File: config.mk
export PLATFORM = sky130hd
export DESIGN_NAME = axis_512_to_64_serializer
export DESIGN_NICKNAME = d
export VERILOG_FILES = /design/src/rtl/axis_dwc_pkg.sv /design/src/rtl/axis_lane_last_finder.sv /design/src/rtl/axis_512_to_64_serializer.sv
export SDC_FILE = /design/constraint.sdc
export NUM_CORES = 1
export LEC_CHECK = 0
export BUFFER_PORTS_ARGS = -buffer_cell sky130_fd_sc_hd__buf_2
export CORE_MARGIN = 5
export CORE_UTILIZATION = 25
export CTS_CLUSTER_DIAMETER = 30
export DETAILED_ROUTE_END_ITERATION = 7
export PLACE_DENSITY = 0.44
export SLEW_MARGIN = 30
export SYNTH_ARGS = -nofsm -noshare
export SYNTH_HDL_FRONTEND = slang
export SYNTH_SLANG_ARGS = --single-unit
File: constraint.sdc
create_clock -name aclk -period 23.7 [get_ports aclk]
set_clock_uncertainty 0.15 [all_clocks]
set_input_delay 3.555 -clock aclk [delete_from_list [all_inputs] [get_ports aclk]]
set_output_delay 3.555 -clock aclk [all_outputs]
set_load 0.02 [all_outputs]
File: src/rtl/axis_dwc_pkg.sv
// Purpose : shared types and sizing for the 512<->64 AXI-Stream width converters.
// Latency : n/a (declarations only).
// Backpr. : n/a (declarations only).
//
// Shared by the 64-to-512 collector and the 512-to-64 serializer so both
// agree on lane count, lane index width and the two-state control encoding.
package axis_dwc_pkg;

    // Lanes per wide word and the width of a lane index.
    localparam int NUM_OF_BEATS = 512 / 64;
    localparam int LANE_W       = $clog2(NUM_OF_BEATS);

    // EMPTY: holding register free, upstream may load.
    // SEND : holding register owns a word, lanes are being emitted.
    typedef enum logic {
        EMPTY = 1'b0,
        SEND  = 1'b1
    } dwc_state_t;

endpackage

File: src/rtl/axis_lane_last_finder.sv
// Purpose : priority encoder, per-lane keep bits -> highest lane with any keep set.
// Latency : combinational, 0 cycles.
// Backpr. : none; pure function of the keep vector.
//
// Ports:
//   keep      in   NUM_LANES*KEEP_PER_LANE  byte keep of one wide word
//   last_lane out  LW                       index of highest lane with nonzero keep (0 if none)
//   all_zero  out  1                        no keep bit set anywhere in the word
module axis_lane_last_finder #(
    parameter int NUM_LANES     = 8,
    parameter int KEEP_PER_LANE = 8,
    parameter int LW            = 3
) (
    input  logic [NUM_LANES*KEEP_PER_LANE-1:0] keep,
    output logic [LW-1:0]                      last_lane,
    output logic                               all_zero
);

    // Ascending scan: the last lane that matches wins, so the result is the
    // highest populated lane.
    always_comb begin
        last_lane = '0;
        for (int k = 0; k < NUM_LANES; k++) begin
            if (|keep[k*KEEP_PER_LANE +: KEEP_PER_LANE]) begin
                last_lane = LW'(k);
            end
        end
    end

    assign all_zero = ~|keep;

endmodule

File: src/rtl/axis_512_to_64_serializer.sv
// Purpose : splits each 512-bit AXI-Stream word into 8 x 64-bit beats, bits [63:0] first.
// Latency : input handshake in cycle N -> first output beat valid in N+1; 1 beat/cycle, no bubble between words.
// Backpr. : M_AXIS_TREADY low freezes the current beat; S_AXIS_TREADY only rises on the final lane (or when empty).
//
// Ports:
//   aclk, areset           clock (rising edge) and asynchronous active-high reset
//   S_AXIS_TDATA/TVALID/TLAST/TREADY   wide slave stream from the LDPC core
//   M_AXIS_TDATA/TVALID/TLAST/TREADY   narrow master stream toward DMA S2MM
//   S_AXIS_TKEEP, M_AXIS_TKEEP         only with AXIS_SERIALIZER_TKEEP_EN defined
//
// Optional build macro AXIS_SERIALIZER_TKEEP_EN: carries TKEEP through and,
// on a TLAST word, stops after the highest lane holding any kept byte (an
// all-zero keep still emits lane 0 with TKEEP=0 and TLAST=1). Without it,
// every word always produces all lanes.
//
// S_AXIS_TREADY in SEND is a combinational function of M_AXIS_TREADY; that is
// the only input-to-output combinational path and it is what lets a new word
// load on the same edge the final lane leaves, keeping the output gapless.
module axis_512_to_64_serializer
    import axis_dwc_pkg::*;
#(
    parameter int C_S00_AXIS_TDATA_WIDTH = 512,
    parameter int C_M00_AXIS_TDATA_WIDTH = 64,
    parameter int NUM_OF_BEATS           = C_S00_AXIS_TDATA_WIDTH / C_M00_AXIS_TDATA_WIDTH
) (
    input  logic                                  aclk,
    input  logic                                  areset,

    input  logic [C_S00_AXIS_TDATA_WIDTH-1:0]     S_AXIS_TDATA,
    input  logic                                  S_AXIS_TVALID,
    input  logic                                  S_AXIS_TLAST,
    output logic                                  S_AXIS_TREADY,

    output logic [C_M00_AXIS_TDATA_WIDTH-1:0]     M_AXIS_TDATA,
    output logic                                  M_AXIS_TVALID,
    output logic                                  M_AXIS_TLAST,
`ifdef AXIS_SERIALIZER_TKEEP_EN
    input  logic [C_S00_AXIS_TDATA_WIDTH/8-1:0]   S_AXIS_TKEEP,
    output logic [C_M00_AXIS_TDATA_WIDTH/8-1:0]   M_AXIS_TKEEP,
`endif
    input  logic                                  M_AXIS_TREADY
);

    localparam int LW        = (NUM_OF_BEATS > 1) ? $clog2(NUM_OF_BEATS) : 1;
    localparam int LANE_BITS = C_M00_AXIS_TDATA_WIDTH;
    localparam logic [LW-1:0] LAST_LANE = LW'(NUM_OF_BEATS - 1);

    dwc_state_t                        state;
    logic [C_S00_AXIS_TDATA_WIDTH-1:0] hold;
    logic [LW-1:0]                     lane;
    logic                              last_flag;
    // Clears with reset and sets on the first clock afterwards, so the
    // slave side never advertises ready while reset is asserted.
    logic                              out_of_reset;

    logic [LW-1:0]                     end_lane;   // final lane to emit for the held word
    logic                              at_end;
    logic                              s_hs;
    logic                              m_hs;

    //------------------------------------------------------------------
    // Handshakes and flow control
    //------------------------------------------------------------------
    assign at_end        = (lane == end_lane);
    assign M_AXIS_TVALID = (state == SEND);
    assign S_AXIS_TREADY = out_of_reset &&
                           ((state == EMPTY) || (at_end && M_AXIS_TREADY));
    assign s_hs          = S_AXIS_TVALID && S_AXIS_TREADY;
    assign m_hs          = M_AXIS_TVALID && M_AXIS_TREADY;

    //------------------------------------------------------------------
    // Output beat: everything below is a mux of registered state, so it is
    // stable for as long as the lane does not advance.
    //------------------------------------------------------------------
    assign M_AXIS_TDATA = hold[int'(lane)*LANE_BITS +: LANE_BITS];
    assign M_AXIS_TLAST = last_flag && at_end;

    //------------------------------------------------------------------
    // Control FSM: holding register, lane counter and packet-end flag.
    // A slave handshake in SEND can only happen on the final lane together
    // with a master handshake, so it doubles as the zero-bubble reload.
    //------------------------------------------------------------------
    always_ff @(posedge aclk or posedge areset) begin
        if (areset) begin
            state        <= EMPTY;
            hold         <= '0;
            lane         <= '0;
            last_flag    <= 1'b0;
            out_of_reset <= 1'b0;
        end else begin
            out_of_reset <= 1'b1;
            case (state)
                EMPTY: begin
                    if (s_hs) begin
                        hold      <= S_AXIS_TDATA;
                        last_flag <= S_AXIS_TLAST;
                        lane      <= '0;
                        state     <= SEND;
                    end
                end
                SEND: begin
                    if (m_hs) begin
                        if (!at_end) begin
                            lane <= lane + 1'b1;
                        end else if (s_hs) begin
                            hold      <= S_AXIS_TDATA;
                            last_flag <= S_AXIS_TLAST;
                            lane      <= '0;
                        end else begin
                            state <= EMPTY;
                        end
                    end
                end
                default: begin
                    state <= EMPTY;
                end
            endcase
        end
    end

`ifdef AXIS_SERIALIZER_TKEEP_EN
    //------------------------------------------------------------------
    // Keep path: keep is captured alongside data, and the final lane of a
    // TLAST word is decided at load time so the beat-level compare above
    // stays a single equality.
    //------------------------------------------------------------------
    localparam int KEEP_PER_LANE = C_M00_AXIS_TDATA_WIDTH / 8;

    logic [C_S00_AXIS_TDATA_WIDTH/8-1:0] keep_hold;
    logic [LW-1:0]                       end_lane_q;
    logic [LW-1:0]                       found_lane;
    logic                                keep_all_zero;
    logic [LW-1:0]                       load_end_lane;

    axis_lane_last_finder #(
        .NUM_LANES     (NUM_OF_BEATS),
        .KEEP_PER_LANE (KEEP_PER_LANE),
        .LW            (LW)
    ) u_last_finder (
        .keep      (S_AXIS_TKEEP),
        .last_lane (found_lane),
        .all_zero  (keep_all_zero)
    );

    // Non-TLAST words always run to the top lane regardless of keep.
    always_comb begin
        load_end_lane = LAST_LANE;
        if (S_AXIS_TLAST) begin
            load_end_lane = keep_all_zero ? '0 : found_lane;
        end
    end

    always_ff @(posedge aclk or posedge areset) begin
        if (areset) begin
            keep_hold  <= '0;
            end_lane_q <= LAST_LANE;
        end else if (s_hs) begin
            keep_hold  <= S_AXIS_TKEEP;
            end_lane_q <= load_end_lane;
        end
    end

    assign end_lane     = end_lane_q;
    assign M_AXIS_TKEEP = keep_hold[int'(lane)*KEEP_PER_LANE +: KEEP_PER_LANE];
`else
    assign end_lane = LAST_LANE;
`endif

endmodule

Word level (Yosys, flattened, before mapping):

Index checks and enable logic that the tools add are counted.

* flip-flop bits (word level): 518
* input port bits: 517

* $add $sub $neg: 1
* equality and inequality tests: 3
* shifts and indexed selects: 1
* multiplexer cells: 16
* bitwise gates (word level): 1
* reduce and logical (&&, ||, !) cells: 7

Operators by type and width (number)
* $mux W512: 3
* $pmux W512 S2: 1
* $shiftx A512 B10 Y64: 1
* $mux W3: 3
* $mux W1: 6
* $pmux W3 S2: 1
* $logic_and A1 B1 Y1: 5
* $ne A2 B1 Y1 const B: 2
* $pmux W1 S2: 2
* $add A3 B1 Y3 const B: 1
* $eq A3 B3 Y1 const B: 1
* $reduce_and A2 Y1: 1
* $logic_or A1 B1 Y1: 1
* $not A1 Y1: 1

Depth between registers and ports, before layout:

* depth in word-level cells: 9
* gate-level depth with buffers: 8
* gate-level depth less buffers: 5

Worst setup path after synthesis:

No wires, ideal clock.

* kind: in2out
* start point: input M_AXIS_TREADY
* end point: output S_AXIS_TREADY
* data arrival time: 3.983 ns
* required time: 19.995 ns
* slack: 16.012 ns
* stages on the path: 2
* buffers on the path: 0
* cell sequence: a21bo_2 and2_1

* cells in the longest elaborated chain, start to end: 3

RTL lines
* start, declared: RTL line axis_512_to_64_serializer.sv:41 `input logic M_AXIS_TREADY`
* $logic_and A1 B1 Y1: RTL line axis_512_to_64_serializer.sv:67 `((state == EMPTY) || (at_end && M_AXIS_TREADY));`
* $logic_or A1 B1 Y1: RTL line axis_512_to_64_serializer.sv:67
* $logic_and A1 B1 Y1: RTL line axis_512_to_64_serializer.sv:66 `assign S_AXIS_TREADY = out_of_reset &&`
* end, declared: RTL line axis_512_to_64_serializer.sv:32 `output logic S_AXIS_TREADY,`

No other way between the ends.

Final worst setup path:

Ends and elaborated chain as after synthesis.

==> flow_metrics.tcl <==
set metrics [dict create \
    area_delta_synth_final_pct 37.8 \
    die-area_mm2 0.108 \
    hpwl_um 51300 \
    layout_commonest_cell "buf_2" \
    cts-root-buf "clkbuf_16" \
    fp.dieH_um 329 \
    multi_input_area_mm2 0.0112 \
    min_path_type "reg2reg" \
    ant_nets 0 \
    setup_ws_ns 15.71 \
    clk_pin_slew_ns 0.04 \
    place_congestion 0.791 \
    worst_pin_slew_ns 1.04 \
    grt_pass1_vias 17300 \
    cts_tree "yes" \
    seq_area_mm2 0.0130 \
    setup_viol 0 \
    design.portCount 584 \
    coreArea_mm2 0.100 \
    fmax_mhz 125 \
    final_cell_mix "buf_2 (583), dfrtp_1 (515), mux2_4 (459)" \
    route.detailed.wl_per_inst_um 21.2 \
    syn-cell-area_mm2 0.0254 \
    drive_gt1_frac 0.740 \
    synth-seq-cells 518 \
    clockBufferDepth 3 \
    yosysSeqAreaShare 0.511 \
    cts_sinks 518 \
    grt_max_degree 135 \
    htree_levels 4 \
    slew_headroom 0.309 \
    met1_usage 0.163 \
    viasPerCell 4.16 \
    max_stage_delay_ns 0.26 \
    cap_violations 0 \
    synth.net_count 1854 \
    placed_area_mm2 0.0290 \
    worstPathCellList "buf_2, a21bo_2, and2_1, buf_2" \
    crit_type "in2out" \
    netlist-cell-type-count 24 \
    synth_warnings 0 \
    worstSetupEndpointType "primary output" \
    tns_ns 0 \
    utilization 0.348 \
    path_max_fanout 4 \
    dr.pass1.iters 4 \
    dp_worst_setup_slack_ns 15.72 \
    path_common_cell "buf_2" \
    hold_viol 0 \
    p_leak_uw 0.0159 \
    dr_total_vias 14700 \
    synth.avg_cell_area_um2 19.0 \
    synth_top_area_share 0.511 \
    worstSetupStartpointType "input pin" \
    antenna_found_initial 51 \
    start_util 0.253 \
    rows 116 \
    nets 2525 \
    cts_setup_buffers 0 \
    grtUsageMet2 0.216 \
    arrival_ns 4.29 \
    grt_use_met3 0.0647 \
    drc 0 \
    clk_latency_ns 0.74 \
    cts_hold_buf 0 \
    max-vdd-ir-drop_v 0.0000900 \
    grt_usage 0.137 \
    grt_remaining_overflow 0 \
    p_total_uw 5750 \
    drt_wl_total_um 75000 \
    grt_most_used_layer "met2" \
    synth_top_area_cell "dfrtp_1" \
    finalCriticalPeriod_ns 7.99 \
    finalCritPeriodShare 0.337 \
    powerDensity_mw_per_mm2 164 \
    fp.dieW_um 329 \
    io_buffers 583 \
    drtIter0Drc 724 \
    design_area_mm2 0.0350 \
    cp_data_required_time_ns 20.00 \
    crit_slowest_cell "a21bo_2" \
    slew_viol_final 0 \
    synth_area_leaders "dfrtp_1 (51%), mux2_4 (27%), mux4_2 (11%)" \
    fillers 9757 \
    status "finished clean" \
    synthCells 1335 \
    cts_inserted_buffers 158 \
    grt_first_pass_wirelength_um 112000 \
    ctsResizeCount 0 \
    grt_setup_unrepaired "false" \
]
[synth_stat cells (all sizes together)]
master    n
a21bo     1
a22o      2
a32o      2
and2      2
and3      1
buf      84
clkbuf    8
conb      1
dfrtp   518
ha        2
inv       2
mux2    577
mux4    128
nand2     1
nand3     1
nand3b    1
nor2      1
nor2b     1
or2b      1
xor2      1
[sequential cells by signal, indices dropped and copies added, names as in the netlist]
register,cells
last_flag,1
hold,512
out_of_reset,1
lane,3
M_AXIS_TVALID,1
[cell type report]
type	instances	area share
timing repair buffer	603	0.0900
sequential	518	0.371
clock inverter	81	0.0364
antenna	38	0.00272
inverter	2	0.000573
clock buffer	215	0.129
multi-input combinational	723	0.322
tap	1357	0.0486
[per-stage QoR]
stage	std cells	hold slack [ns]
after floorplan	1335	0.324
after global placement	3201	0.335
after detailed placement	3202	0.338
after CTS	3498	0.350
after global routing	3511	0.362
final	3537	0.345
[path summary, 6_finish.rpt]
check,startpoint,endpoint,slack (ns),cells past startpoint
setup reg to reg,lane[1]$_DFFE_PP0N_,hold[211]$_DFFE_PP0P_,18.07,8
max in group asynchronous,areset,lane[2]$_DFFE_PP0N_,18.16,5
min in group asynchronous,areset,hold[145]$_DFFE_PP0P_,2.70,2
hold / removal,hold[204]$_DFFE_PP0P_,hold[204]$_DFFE_PP0P_,0.35,1
hold reg to reg,hold[204]$_DFFE_PP0P_,hold[204]$_DFFE_PP0P_,0.35,1
setup / recovery,M_AXIS_TREADY,S_AXIS_TREADY,15.71,4
[report_power, final]
group | internal [uW] | switching (uW)
Clock | 1570 | 657
Combinational | 1170 | 722
Sequential | 1340 | 289
Total | 4080 | 1670
[cell families after synthesis]
kind of cell | Yosys count | synth area share
simple gates | 9 | 0.00227
xor+xnor | 1 | 0.000345
mux | 705 | 0.438
compound gates | 5 | 0.00187
fa+ha+maj | 2 | 0.000986
buf+inv | 94 | 0.0456
other cells | 1 | 0.000148
flops | 518 | 0.511
[metal layers]
metal,part of all wire,vias up
li1,-,6483
met1,0.41,7528
met2,0.47,514
met3,0.092,169
met4,0.026,30
met5,0.0028,-
[worst max-delay path: cells and delay by family]
family,cells,cell delay [ns]
buf+inv,2,0.29
compound gates,1,0.26
simple gates,1,0.17
Note: power is estimated with default switching activity, not from simulation.
